==> config.mk <==
export PLATFORM = sky130hd
export DESIGN_NAME = uart_rx_mmio
export DESIGN_NICKNAME = d
export VERILOG_FILES = /design/src/rtl/uart_rx_mmio.sv
export SDC_FILE = /design/constraint.sdc
export NUM_CORES = 1
export LEC_CHECK = 0
export ABC_AREA = 1
export CORE_AREA = 10 10 127 129
export CTS_CLUSTER_SIZE = 30
export DETAILED_ROUTE_END_ITERATION = 12
export DIE_AREA = 0 0 137 139
export PLACE_DENSITY = 0.69
export SLEW_MARGIN = 5
export SYNTH_ARGS = -nofsm -noshare
export SYNTH_HDL_FRONTEND = slang
export SYNTH_SLANG_ARGS = --single-unit
==> constraint.sdc <==
create_clock -name clk -period 4.3 [get_ports clk]
set_input_delay 0.86 -clock clk [delete_from_list [all_inputs] [get_ports clk]]
set_output_delay 0.86 -clock clk [all_outputs]
set_load 0.02 [all_outputs]
==> src/rtl/uart_rx_mmio.sv <==
// uart_rx_mmio
// Memory-mapped UART receiver (8N1, LSB first). It deserializes rxd into a
// byte FIFO and exposes four word registers to CPU loads and stores.
// Bus read data is combinational. Pops, W1C clears and register writes
// take effect at the rising clock edge.
//
// Ports
//   clk    system clock, rising edge
//   n_rst  synchronous, active-low reset
//   cs_n   chip select, active low
//   re     read strobe, qualified by !cs_n; a read of RXDATA pops the FIFO
//   we     write strobe, qualified by !cs_n
//   addr   word index: 0=RXDATA 1=STATUS 2=CTRL 3=BAUDDIV
//   wbe    byte write enables
//   wdata  write data
//   rdata  read data, combinational, 0 while cs_n=1
//   rxd    asynchronous serial input
//   irq    level interrupt, registered
//
// Register map
//   RXDATA  [7:0] FIFO head, [31] not_empty
//   STATUS  [0] not_empty, [1] full, [2] overrun (W1C), [3] ferr (W1C),
//           [4] perr (W1C, parity build only), [15:8] count
//   CTRL    [0] en, [1] irq_en, [2] par_en (parity build only)
//   BAUDDIV [CNT_W-1:0] clocks per bit minus one
//
// Optional feature macro: UART_RX_PARITY_EN
//   When defined, an even-parity bit is expected between the data bits and
//   the stop bit. The check is gated by CTRL.par_en.

module uart_rx_mmio #(
    parameter int CLOCK_FREQ = 50_000_000,
    parameter int BAUD_RATE  = 115_200,
    parameter int FIFO_DEPTH = 8,
    parameter int CNT_W      = 16
) (
    input  logic        clk,
    input  logic        n_rst,
    input  logic        cs_n,
    input  logic        re,
    input  logic        we,
    input  logic [1:0]  addr,
    input  logic [3:0]  wbe,
    input  logic [31:0] wdata,
    output logic [31:0] rdata,
    input  logic        rxd,
    output logic        irq
);

    localparam int AW = $clog2(FIFO_DEPTH);
    localparam logic [CNT_W-1:0] BAUD_RST = CNT_W'(CLOCK_FREQ / BAUD_RATE - 1);

    localparam logic [1:0] A_RXDATA = 2'd0;
    localparam logic [1:0] A_STATUS = 2'd1;
    localparam logic [1:0] A_CTRL   = 2'd2;
    localparam logic [1:0] A_BAUD   = 2'd3;

    typedef enum logic [2:0] {
        S_IDLE,
        S_START,
        S_DATA,
`ifdef UART_RX_PARITY_EN
        S_PARITY,
`endif
        S_STOP
    } state_t;

    // Merge the bytes of a write into the baud divider, honouring the byte enables.
    function automatic logic [CNT_W-1:0] merge_bytes(
        input logic [CNT_W-1:0] cur,
        input logic [31:0]      d,
        input logic [3:0]       be
    );
        logic [CNT_W-1:0] r;
        r = cur;
        for (int i = 0; i < CNT_W; i++) begin
            if (i < 32 && be[i/8]) r[i] = d[i];
        end
        return r;
    endfunction

    // Control and status registers
    logic             en;
    logic             irq_en;
    logic [CNT_W-1:0] baud_div;
    logic             ovr;
    logic             ferr;
    logic             perr;
    logic             par_en;

    // Receiver state
    state_t           state;
    logic [CNT_W-1:0] cnt;
    logic [2:0]       idx;
    logic [7:0]       shreg;
    logic             par_bad;

    // Line synchronizer
    logic sync1;
    logic line;
    logic line_d;
    logic fall;

    // FIFO
    logic [7:0] mem [FIFO_DEPTH];
    logic [AW:0] wptr;
    logic [AW:0] rptr;
    logic [AW:0] count;
    logic [7:0]  count8;
    logic        not_empty;
    logic        full;

    // Bus decode and events
    logic rd_acc;
    logic wr_acc;
    logic wr_status;
    logic wr_ctrl;
    logic wr_baud;
    logic pop;
    logic stop_hit;
    logic push;
    logic ovr_set;
    logic ferr_set;
    logic perr_set;

    assign rd_acc    = !cs_n && re;
    assign wr_acc    = !cs_n && we;
    assign wr_status = wr_acc && (addr == A_STATUS) && wbe[0];
    assign wr_ctrl   = wr_acc && (addr == A_CTRL) && wbe[0];
    assign wr_baud   = wr_acc && (addr == A_BAUD);

    assign count     = wptr - rptr;
    assign count8    = 8'(count);
    assign not_empty = (count != '0);
    assign full      = (count == (AW+1)'(FIFO_DEPTH));
    assign pop       = rd_acc && (addr == A_RXDATA) && not_empty;

    assign fall = line_d && !line;

    // A stop bit is judged only while enabled; clearing en aborts the frame.
    assign stop_hit = en && (state == S_STOP) && (cnt == '0);
    // A full FIFO still accepts the byte when the head leaves in the same cycle.
    assign push     = stop_hit && line && !par_bad && (!full || pop);
    assign ovr_set  = stop_hit && line && !par_bad && full && !pop;
    assign ferr_set = stop_hit && !line;

`ifdef UART_RX_PARITY_EN
    assign perr_set = en && (state == S_PARITY) && (cnt == '0) && (line != ^shreg);
`else
    assign perr_set = 1'b0;
`endif

    always_ff @(posedge clk) begin
        if (!n_rst) begin
            sync1  <= 1'b1;
            line   <= 1'b1;
            line_d <= 1'b1;
        end else begin
            sync1  <= rxd;
            line   <= sync1;
            line_d <= line;
        end
    end

    always_ff @(posedge clk) begin
        if (!n_rst) begin
            state   <= S_IDLE;
            cnt     <= '0;
            idx     <= '0;
            par_bad <= 1'b0;
        end else if (!en) begin
            state <= S_IDLE;
        end else begin
            case (state)
                S_IDLE: begin
                    if (fall) begin
                        cnt   <= baud_div >> 1;
                        state <= S_START;
                    end
                end
                S_START: begin
                    if (cnt != '0) begin
                        cnt <= cnt - 1'b1;
                    end else if (!line) begin
                        cnt     <= baud_div;
                        idx     <= '0;
                        par_bad <= 1'b0;
                        state   <= S_DATA;
                    end else begin
                        // Start bit no longer low at mid-bit: treat as a glitch.
                        state <= S_IDLE;
                    end
                end
                S_DATA: begin
                    if (cnt != '0) begin
                        cnt <= cnt - 1'b1;
                    end else begin
                        shreg[idx] <= line;
                        cnt        <= baud_div;
                        if (idx == 3'd7) begin
`ifdef UART_RX_PARITY_EN
                            state <= par_en ? S_PARITY : S_STOP;
`else
                            state <= S_STOP;
`endif
                        end else begin
                            idx <= idx + 1'b1;
                        end
                    end
                end
`ifdef UART_RX_PARITY_EN
                S_PARITY: begin
                    if (cnt != '0) begin
                        cnt <= cnt - 1'b1;
                    end else begin
                        par_bad <= (line != ^shreg);
                        cnt     <= baud_div;
                        state   <= S_STOP;
                    end
                end
`endif
                S_STOP: begin
                    if (cnt != '0) cnt <= cnt - 1'b1;
                    else           state <= S_IDLE;
                end
                default: state <= S_IDLE;
            endcase
        end
    end

    always_ff @(posedge clk) begin
        if (push) mem[wptr[AW-1:0]] <= shreg;
    end

    always_ff @(posedge clk) begin
        if (!n_rst) begin
            en       <= 1'b1;
            irq_en   <= 1'b0;
            baud_div <= BAUD_RST;
            ovr      <= 1'b0;
            ferr     <= 1'b0;
            wptr     <= '0;
            rptr     <= '0;
            irq      <= 1'b0;
        end else begin
            if (push) wptr <= wptr + 1'b1;
            if (pop)  rptr <= rptr + 1'b1;

            // A set in the same cycle as a clear wins.
            if (ovr_set)                    ovr <= 1'b1;
            else if (wr_status && wdata[2]) ovr <= 1'b0;
            if (ferr_set)                    ferr <= 1'b1;
            else if (wr_status && wdata[3])  ferr <= 1'b0;

            if (wr_ctrl) begin
                en     <= wdata[0];
                irq_en <= wdata[1];
            end
            if (wr_baud) baud_div <= merge_bytes(baud_div, wdata, wbe);

            irq <= irq_en && (not_empty || ovr || ferr || perr);
        end
    end

`ifdef UART_RX_PARITY_EN
    always_ff @(posedge clk) begin
        if (!n_rst) begin
            perr   <= 1'b0;
            par_en <= 1'b1;
        end else begin
            if (perr_set)                   perr <= 1'b1;
            else if (wr_status && wdata[4]) perr <= 1'b0;
            if (wr_ctrl) par_en <= wdata[2];
        end
    end
`else
    assign perr   = perr_set;
    assign par_en = 1'b0;
`endif

    always_comb begin
        rdata = '0;
        if (!cs_n) begin
            case (addr)
                A_RXDATA: if (not_empty) rdata = {1'b1, 23'd0, mem[rptr[AW-1:0]]};
                A_STATUS: rdata = {16'd0, count8, 3'd0, perr, ferr, ovr, full, not_empty};
                A_CTRL:   rdata = {29'd0, par_en, irq_en, en};
                default:  rdata[CNT_W-1:0] = baud_div;
            endcase
        end
    end

endmodule
# [Word level (Yosys, flattened, before mapping)]
# Memory sizes are Yosys's and may differ from the RTL's. A register that Yosys moved wholly into a read port is not among the register bits.
# Cells that the tools add are included.
[word_totals] ff_bits=62 ram_bits=64 inputBits=44 output_inout_bits=33 elab_cells=119 n_memories=1
[memory_table] name="mem" depth=8 word_bits=8 read_ports=1 rd_ports_with_merged_regs=1 write_ports=1 line="105" text="logic [7:0] mem [FIFO_DEPTH];"
[classes] addsub=5 magnitude_cmp=2 n_eq_ne=17 muxes=33 bitwise_logic=1 reduce_logical=44
[op_table] operator="$mux 16" count=6
[op_table] operator="$mux 32" count=2
[op_table] operator="$pmux 16 s4" count=1
[op_table] operator="$pmux 16 s3" count=1
[op_table] operator="$mux 3" count=11
[op_table] operator="$logic_and 1x1->1" count=21
[op_table] operator="$logic_not 16->1" count=1
[op_table] operator="$reduce_bool 16->1" count=1
[op_table] operator="$sub 16x1->16 const B" count=1
[op_table] operator="$ne 2x2->1 const B" count=7
[op_table] operator="$pmux 3 s4" count=1
[op_table] operator="$reduce_and 5->1" count=2
[op_table] operator="$add 4x1->4 const B" count=2
[op_table] operator="$bwmux 8" count=1
[op_table] operator="$reduce_bool 4->1" count=2
[op_table] operator="$mux 1" count=7
[op_table] operator="$eq 3x2->1 const B" count=2
[op_table] operator="$pmux 3 s2" count=1
[op_table] operator="$reduce_and 2->1" count=3
[op_table] operator="$reduce_and 6->1" count=1
[op_table] operator="$reduce_bool 2->1" count=3
[op_table] operator="$eq 2x2->1 const B" count=2
[op_table] operator="$eq 4x4->1 const B" count=1
[op_table] operator="$logic_not 1->1" count=4
[op_table] operator="16 further kinds" count=18

# [Longest topological paths before layout]
[depth] word_depth=8 mapped_depth=12 ltp_nobuf=12

# [Least setup slack after synthesis]
# Ideal clock, no wire load.
[synth_path] path_type="reg2out" from="register wptr[0]" to="output rdata[1]" t_arrival_ps=2045 t_required_ps=3440 slack_ps=1395 path_stages_with_launch=11 n_path_buf=0 path_cell_list="dfxtp_1 inv_1 ha_1 fa_1 xnor2_1 nor3_2 nand3_1 nand2_1 nor2_1 nor2_1 nor2_1"
[synth_between] elab_chain_len=5 elab_cells_between_ends=6 classes_between="add/sub (1); eq/ne (1); mux (3); reduce/logical (1)"
[synth_lines] item="start, declared" line="106" text="logic [AW:0] wptr;"
[synth_lines] item="start signal, assigned" line="246" text="if (push) wptr <= wptr + 1'b1;"
[synth_lines] item="$sub 4x4->4 (*)" line="132" text="assign count = wptr - rptr;"
[synth_lines] item="$reduce_bool 4->1" line="134" text="assign not_empty = (count != '0);"
[synth_lines] item="$mux 32" line="285" text="A_RXDATA: if (not_empty) rdata = {1'b1, 23'd0, mem[rptr[AW-1:0]]};"
[synth_lines] item="$pmux 16 s3 (*)" line="284" text="case (addr)"
[synth_lines] item="$mux 32 (*)" line="283" text="if (!cs_n) begin"
[synth_lines] item="end, declared" line="45" text="output logic [31:0] rdata,"
# Mark *: on every way between the ends. The rest lies on a longest branch, timed or not.

# [Final worst setup path]
# Same ends and word-level chain as after synthesis.

==> results.md <==
* Rows at 43
* Mapped Cells at slightly above 800
* Dpl hpwl at 11.8 mm
* Worst R2R End: mem[3][7]
* Ys flop type: edfxtp_1
* Syn_area_per_cell at 8.14 sq um
* Chip Width at 137 um
* Fraction of registers with async set or reset after synthesis at 0
* R2R Path Start: wptr[0]
* Via count at 5551
* WP data required at 3.44 ns
* Post-cts hold buffer count at 0
* Post-synth EDFFs at 72
* Detail Route Antenna Nets at 0
* Mapped cell area at 6720 sq um
* Most common cell after layout, fill and taps aside: nand2_1
* Max-slew violation count at 0
* Leading cell types in the layout, fill and taps excluded: 223 x nand2_1, 95 x nor2_1, 72 x a21oi_1, 72 x edfxtp_1, 70 x nand3_1
* Inserted Clock Buffers at 17
* PortBufs at 43
* Max Cap Violations at 0
* Fraction of layout cells with a size suffix above 1 at 0.0947
* Slew HR at 0.456
* Num Clock Sinks at 128
* Final Skew at 0.00951 ns
* Pin count of the biggest net entering global routing at 33
* Boundary pin count at 77
* Vias in the first global route at around 5300
* Post-synth cell types at 42
* Crit-path max FO at 8
* Final setup violation count at 0
* Startpoint types: register
* R2R depth at 9
* Area post-placement at 7270 sq um
* Filler cell count at 1228
* DR vias/cell at 5.20
* Yosys warns at 0
* Slew at the pin closest to its max-slew limit at 0.816 ns
* DRC at 0
* Initial antenna violation count at 0
* Fin crit period at 4.06 ns
* Leakage power at 3.17 nW
* Seq/Total Area, Yosys at 0.489
* Setup bufs post-CTS at 0
* CTS tree: built
* Status: complete, no violations
* Final Hold Vio Count at 0
* Pre-antenna DRT Iters at 6
* RSZ-0062 raised after global routing: no
* Clk root buf: clkbuf_16
* Total GRT Usage at 0.182
* Drt wl/cell at 15.9 um
* Clk buf depth at 2
* Post-Route WL at 16.9 mm
* Die height at 139 um
* HP Class: register to register
* Setup TNS at 0 ns
* Initial core utilization at 0.492
* Nets at ~930
* Die area at 19000 sq um
* H-tree depth at 4
* Initial DRC count at 604
* Hold path depth at 1
* Clock slew at reported path FFs at 0.06 ns
* Crit. End Element: output port
* Grt total ovfl at 0
* Reg2Reg Setup Slack at 1.62 ns
* Crit Path Class: register to output port
* Final instance area at 7880 sq um
* Area grow syn2layout at 17.3%
* Hold path startpoint: sync1
* Global-route wire length before repair at about 27 mm
* N_diodes at 0
* Tcrit/Tclk final at 0.945
* Post-CTS Resized at 0
* VDD IR-drop max at 0.271 mV
* Core ar. at around 14000 sq um
* Gpl congestion at 0.926
* Ratio of total power to cell area at 476 nW/um^2
* F_max at 0.246 GHz
* Skew-Pair Late Insertion Delay at about 0.42 ns
* Crit path DAT at 3.20 ns
* Worst Hold Path EP: line
* Synth Register Bits at approximately 130
cell families after synthesis:
group,Yosys count,synth area share
XOR/XNOR,12,0.0156
AND/OR/NAND/NOR,446,0.299
other,1,0.000558
flip-flops,128,0.489
buffers and inverters,109,0.0782
AO/OA/AOI/OAI,114,0.0892
adder cells (fa/ha/maj),15,0.0291
sequential cells by signal (all words and copies together) (netlist names), 2 cells and up, named ones only:
signal / count
idx: 3
cnt: 16
baud_div: 16
state: 2
shreg: 8
wptr: 4
rptr: 4
mem: 64
cells in the mapped netlist, drive strengths merged (2+ instances only):
master / count / area share
nand2: 232 / 0.14
nor2: 104 / 0.069
nand3: 75 / 0.059
a21oi: 72 / 0.054
edfxtp: 72 / 0.32
inv: 63 / 0.035
dfxtp: 56 / 0.17
o21ai: 35 / 0.027
buf: 34 / 0.036
nor3: 20 / 0.020
ha: 14 / 0.026
clkbuf: 9 / 0.0052
or2: 9 / 0.0084
xor2: 8 / 0.010
xnor2: 4 / 0.0052
clkinv: 3 / 0.0017
nand4: 3 / 0.0028
o211ai: 3 / 0.0034
nor4: 2 / 0.0019
how the worst max path moves through the flow:
stage                     slack [ns]  endpoint    start
after global placement          0.60  rdata[9]  addr[0]
after global routing            0.03  rdata[2]  wptr[0]
final                           0.24  rdata[1]  wptr[0]
after floorplan                 1.40  rdata[1]  wptr[0]
after CTS                       0.11  rdata[1]  wptr[0]
after detailed placement        0.60  rdata[3]  addr[1]
routing by layer:
metal | track usage | share of wire
met4 | 0.0533 | 0.015
met3 | 0.0500 | 0.074
met5 | 0 | 0
met2 | 0.290 | 0.48
met1 | 0.233 | 0.43
cell type report:
cell class	count	area (sq um)	area share
timing repair buffer	59	551	0.0698
clock buffer	17	425	0.0540
clock inverter	15	181	0.0230
inverter	66	248	0.0314
tap	180	225	0.0286
multi-input combinational	602	2970	0.377
sequential	128	3280	0.417
critical path, stage by stage (launching register included):
cell and delay, ns:
dfxtp_1 0.39, inv_1 0.11, ha_1 0.22, fa_1 0.49, inv_1 0.06, nor3_2 0.31, nand3_2 0.21, nand2_2 0.22
nor2_1 0.07, nor2_1 0.12, nor2_1 0.05, clkdlybuf4s50_1 0.54
through the flow:
step / util / hold WS, ns / std cells / setup slack [ns] / total power [W]
2_1_floorplan: - / 0.393 / 839 / 1.40 / 0.00213
3_5_place_dp: 0.532 / 0.398 / 1035 / 0.597 / 0.00228
3_3_place_gp: 0.532 / 0.398 / 1035 / 0.604 / 0.00227
5_1_grt: 0.577 / 0.436 / 1067 / 0.0274 / 0.00395
4_1_cts: 0.576 / 0.412 / 1067 / 0.105 / 0.00376
6_report: 0.577 / 0.413 / 1067 / 0.235 / 0.00375
power breakdown:
group	switching [W]	leakage, nW	internal [W]
sequential	0.0000539	1.10	0.00132
combinational	0.000609	1.78	0.000296
clock	0.000555	0.292	0.000918
total	0.00122	3.17	0.00253
Power figures use the tool's default switching activity.
